File: src/rtl/sig_gen_ctrl.sv
// Front-panel controller for the four-waveform DDS generator: key pulses edit a
// pending register set, commits copy it to the active selects behind a timed confirm-low restart.
module sig_gen_ctrl #(
    parameter int SWEEP_DIV   = 50_000_000,
    parameter int RESTART_CYC = 4
) (
    input  logic       clk,
    input  logic       rst,
    input  logic       key_sel,
    input  logic       key_up,
    input  logic       key_ok,
    input  logic       key_stop,
    input  logic       sweep_en,
    output logic [1:0] cnt_sig,
    output logic [1:0] cnt_amp,
    output logic [1:0] cnt_fre,
    output logic [1:0] cnt_phase,
    output logic       confirm,
    output logic [1:0] field,
    output logic [7:0] pend,
    output logic       busy,
    output logic [1:0] dbg_state
);

    localparam int TW = $clog2(SWEEP_DIV);
    localparam int RW = $clog2(RESTART_CYC + 1);
    localparam logic [TW-1:0] TMR_LAST = TW'(SWEEP_DIV - 1);
    localparam logic [RW-1:0] RCNT_LOAD = RW'(RESTART_CYC - 1);
    localparam logic [7:0] SEL_RESET = 8'h10;

    typedef enum logic [1:0] {
        ST_STOP    = 2'd0,
        ST_RESTART = 2'd1,
        ST_RUN     = 2'd2
    } state_t;

    state_t        state_q, state_d;
    logic [7:0]    act_q, act_d;
    logic [7:0]    pend_q, pend_d;
    logic [1:0]    field_q, field_d;
    logic [TW-1:0] tmr_q, tmr_d;
    logic [RW-1:0] rcnt_q, rcnt_d;
    logic          confirm_q, busy_q;
    logic          tick;
    logic [1:0]    fre_step;

    // Select vectors are packed {sig, amp, fre, phase}, matching the display bus.
    assign tick     = (state_q == ST_RUN) && sweep_en && (tmr_q == TMR_LAST);
    assign fre_step = act_q[3:2] + 2'd1;

    always_comb begin
        pend_d  = pend_q;
        field_d = field_q;
        state_d = state_q;
        act_d   = act_q;
        rcnt_d  = rcnt_q;
        tmr_d   = '0;

        if (key_up) begin
            case (field_q)
                2'd0:    pend_d[7:6] = pend_q[7:6] + 2'd1;
                2'd1:    pend_d[5:4] = pend_q[5:4] + 2'd1;
                2'd2:    pend_d[3:2] = pend_q[3:2] + 2'd1;
                default: pend_d[1:0] = pend_q[1:0] + 2'd1;
            endcase
        end
        if (key_sel) begin
            field_d = field_q + 2'd1;
        end

        case (state_q)
            ST_STOP: begin
                if (key_ok) begin
                    act_d   = pend_q;
                    rcnt_d  = RCNT_LOAD;
                    state_d = ST_RESTART;
                end
            end
            ST_RESTART: begin
                if (key_stop) begin
                    state_d = ST_STOP;
                end else if (key_ok) begin
                    act_d  = pend_q;
                    rcnt_d = RCNT_LOAD;
                end else if (rcnt_q == '0) begin
                    state_d = ST_RUN;
                end else begin
                    rcnt_d = rcnt_q - RW'(1);
                end
            end
            ST_RUN: begin
                if (key_stop) begin
                    state_d = ST_STOP;
                end else if (key_ok) begin
                    act_d   = pend_q;
                    rcnt_d  = RCNT_LOAD;
                    state_d = ST_RESTART;
                end else if (tick) begin
                    // The sweep value wins over a same-cycle key_up on the fre field.
                    act_d[3:2]  = fre_step;
                    pend_d[3:2] = fre_step;
                    rcnt_d      = RCNT_LOAD;
                    state_d     = ST_RESTART;
                end else if (sweep_en) begin
                    tmr_d = tmr_q + TW'(1);
                end
            end
            default: begin
                state_d = ST_STOP;
            end
        endcase
    end

    always_ff @(posedge clk or posedge rst) begin
        if (rst) begin
            state_q   <= ST_STOP;
            act_q     <= SEL_RESET;
            pend_q    <= SEL_RESET;
            field_q   <= 2'd0;
            tmr_q     <= '0;
            rcnt_q    <= '0;
            confirm_q <= 1'b0;
            busy_q    <= 1'b0;
        end else begin
            state_q   <= state_d;
            act_q     <= act_d;
            pend_q    <= pend_d;
            field_q   <= field_d;
            tmr_q     <= tmr_d;
            rcnt_q    <= rcnt_d;
            confirm_q <= (state_d == ST_RUN);
            busy_q    <= (state_d == ST_RESTART);
        end
    end

    assign cnt_sig   = act_q[7:6];
    assign cnt_amp   = act_q[5:4];
    assign cnt_fre   = act_q[3:2];
    assign cnt_phase = act_q[1:0];
    assign confirm   = confirm_q;
    assign busy      = busy_q;
    assign field     = field_q;
    assign pend      = pend_q;
    assign dbg_state = state_q;

endmodule

File: config.mk
export PLATFORM = sky130hd
export DESIGN_NAME = sig_gen_ctrl
export DESIGN_NICKNAME = d
export VERILOG_FILES = /design/src/rtl/sig_gen_ctrl.sv
export SDC_FILE = /design/constraint.sdc
export NUM_CORES = 1
export LEC_CHECK = 0
export ABC_AREA = 0
export BUFFER_PORTS_ARGS = -buffer_cell sky130_fd_sc_hd__buf_2
export CAP_MARGIN = 30
export CORE_MARGIN = 1
export CORE_UTILIZATION = 25
export DETAILED_ROUTE_END_ITERATION = 16
export GPL_ROUTABILITY_DRIVEN = 0
export SLEW_MARGIN = 20
export SYNTH_ARGS = -nofsm -noshare
export SYNTH_HDL_FRONTEND = slang
export SYNTH_SLANG_ARGS = --single-unit
File: constraint.sdc
create_clock -name clk -period 1.9 [get_ports clk]
set_input_delay 0.38 -clock clk [delete_from_list [all_inputs] [get_ports clk]]
set_output_delay 0.38 -clock clk [all_outputs]
set_load 0.01 [all_outputs]
==> flow_metrics.tcl <==
set metrics [dict create \
    synth_compound_area_frac 0.0441 \
    path_clk_slew_ns 0.09 \
    fp.dieW_um 104 \
    core-area_mm2 0.00991 \
    min_period_ns 1.83 \
    path_class "reg -> reg" \
    r2r_slack_ns 0.07 \
    synthMuxAreaShare 0.0116 \
    area_growth_pct 16.8 \
    die-area_mm2 0.0107 \
    synth_ff_type "dfrtp_1" \
    async_flop_share 1.00 \
    synth_xor_area_frac 0.115 \
    clkSinkCount 51 \
    vdd_ir_drop_max_mv 0.426 \
    crit_chain "ha_2, and4_1, and3_4, nand3b_1, or4b_4, mux2i_1" \
    synth_cell_types 44 \
    antenna_found_initial 0 \
    rsz0062_at_grt "true" \
    max_freq_mhz 546 \
    n_antenna_cell 0 \
    tightest_slew_ns 0.461 \
    clockBufferDepth 2 \
    num_vias 1934 \
    fin_worst_skew_ns 0.00690 \
    stdcell_area_mm2 0.00301 \
    netlist_area_mm2 0.00258 \
    final_net_count 312 \
    leakage_nw 1.33 \
    final-hold-violation-count 0 \
    cap_viol_max_count 0 \
    yosysSeqAreaShare 0.496 \
    cts-root-buf "clkbuf_8" \
    globalRouteOverflowTotal 0 \
    grt.total_usage 0.0983 \
    htree_levels 2 \
    clkLatencyLatePin_ns 0.30 \
    via_per_inst 4.48 \
    cp_data_arrival_time_ns 2.01 \
    grt_pass1_wl_mm 8.64 \
    dpl.hpwl_mm 3.68 \
    grt_pass1_vias 1873 \
    setup_viol 0 \
    first_pass_iters 4 \
    maxSlewViolCount 0 \
    portBuffers 28 \
    grt_max_degree 32 \
    synth_top_family_by_area "simple AND/OR/NAND/NOR gates" \
    wire_per_inst_um 11.4 \
    final_common_cell "dfrtp_1" \
    remaining_drc_errors 0 \
    rows 36 \
    timing.final.crit_share 0.965 \
    fin_util 0.304 \
    cp-end-kind "flop" \
    worst-path-max-fanout 4 \
    min_path_type "in -> async" \
    outcome "complete, no violations" \
    synth_edf_count 0 \
    netlist_instances 263 \
    start_kind "flop" \
    synth-simple-area-share 0.260 \
    final_cell_mix "49 x dfrtp_1, 35 x nor2_1, 33 x nand2_1, 28 x buf_2, 21 x nand3_1" \
    floorplan.initialDensity 0.260 \
    nFillCells 1064 \
    io_pins 29 \
    drive_above_1_share 0.194 \
    slowest_delay_ns 0.54 \
    initialDrtViolationCount 93 \
    syn-num-nets 277 \
    crit_slowest_cell "or4b_4" \
    worstPathRequired_ns 2.08 \
    numCtsBuffers 5 \
    postCtsHoldBufs 0 \
    ys_ff_latch 51 \
    synthAdderAreaFrac 0.0339 \
    cts_tree "yes" \
    ant_nets 0 \
    relSlewSlack 0.692 \
    avgSynthCellArea_um2 9.81 \
    totalWireLength_mm 4.92 \
    power.density_mw_per_mm2 926 \
    ys_warn_count 0 \
    dpl_cell_area_mm2 0.00292 \
    die_h_um 104 \
]
synth_stat cells, drive strengths merged, types with 2 or more instances:
cell	instances	share of area
dfrtp	49	0.48
nor2	35	0.051
nand2	33	0.048
nand3	21	0.041
xor2	20	0.068
xnor2	14	0.048
a21oi	9	0.017
inv	9	0.013
buf	8	0.021
nand4	8	0.019
ha	7	0.034
and3	6	0.016
and4	4	0.015
nor3	4	0.0097
clkbuf	3	0.0048
mux2i	3	0.012
nor2b	3	0.0073
nor4	3	0.0097
o21ai	3	0.0058
and4b	2	0.0078
dfstp	2	0.020
nand4b	2	0.0068
nor4b	2	0.0068
repair_timing:
action	in CTS	in global routing
resized for setup	0	1
endpoints found under the setup margin	0	2
setup buffers	0	1
flip-flops by register name (all words and copies together) (netlist names):
| signal | count |
|---|---|
| act_q | 8 |
| field | 2 |
| dbg_state | 2 |
| rcnt_q | 3 |
| pend | 8 |
| confirm | 1 |
| tmr_q | 26 |
| busy | 1 |
critical path, delay by kind of cell (launching register included):
| kind | cells | cell delay (ns) |
|---|---|---|
| adders and majority gates | 1 | 0.18 |
| muxes | 1 | 0.14 |
| DFF | 1 | 0.38 |
| and+or+nand+nor | 4 | 1.04 |
power breakdown:
part / total (mW) / internal, mW / switching, mW
Clock: 0.598 / 0.258 / 0.340
Sequential: 1.49 / 1.30 / 0.190
Combinational: 0.705 / 0.335 / 0.370
per-stage QoR:
step	power [mW]	worst slack (ns)	std cells	hold slack, ns	TNS [ns]
after floorplan	2.02	0.0447	263	0.455	0
after global routing	2.99	-0.0118	432	0.111	-0.0204
after global placement	2.22	0.0837	423	0.430	0
final	2.79	0.0674	432	0.0844	0
after detailed placement	2.23	0.0379	423	0.430	0
after CTS	2.86	0.0323	431	0.0912	0
layer usage:
metal | vias up | track usage | share of wire | wire, um
li1 | 958 | - | - | -
met1 | 934 | 0.118 | 0.46 | 2270
met2 | 37 | 0.172 | 0.49 | 2400
met3 | 5 | 0.0264 | 0.039 | 194
met4 | 0 | 0.0280 | 0.010 | 50
met5 | - | 0 | 0 | 0
area by class of cell:
type,instances,area [um2],share of cell area
repair buffers,39,248,0.0822
flip-flops and latches,51,1280,0.424
clock buffers,6,72.6,0.0241
clock inverters,2,12.5,0.00415
inverters,9,33.8,0.0112
multi-input cells,192,1200,0.399
well taps,133,166,0.0552
kinds of logic (layout without fill, tap and decap cells):
family          Yosys count  after routing
compound gates           19             19
xor+xnor                 34             34
fa+ha+maj                 7              7
buf+inv                  20             56
flops                    51             51
mux                       3              3
simple gates            129            129
worst paths after layout:
kind	from	end	cells past startpoint
max	tmr_q[1]	pend[2]	6
min	rst	pend[5]	2
max reg2reg	tmr_q[1]	pend[2]	6
min reg2reg	act_q[4]	act_q[4]	2
max in group asynchronous	rst	tmr_q[3]	3
min in group clk	key_sel	field[0]	2
Note: power is estimated with default switching activity, not from simulation.
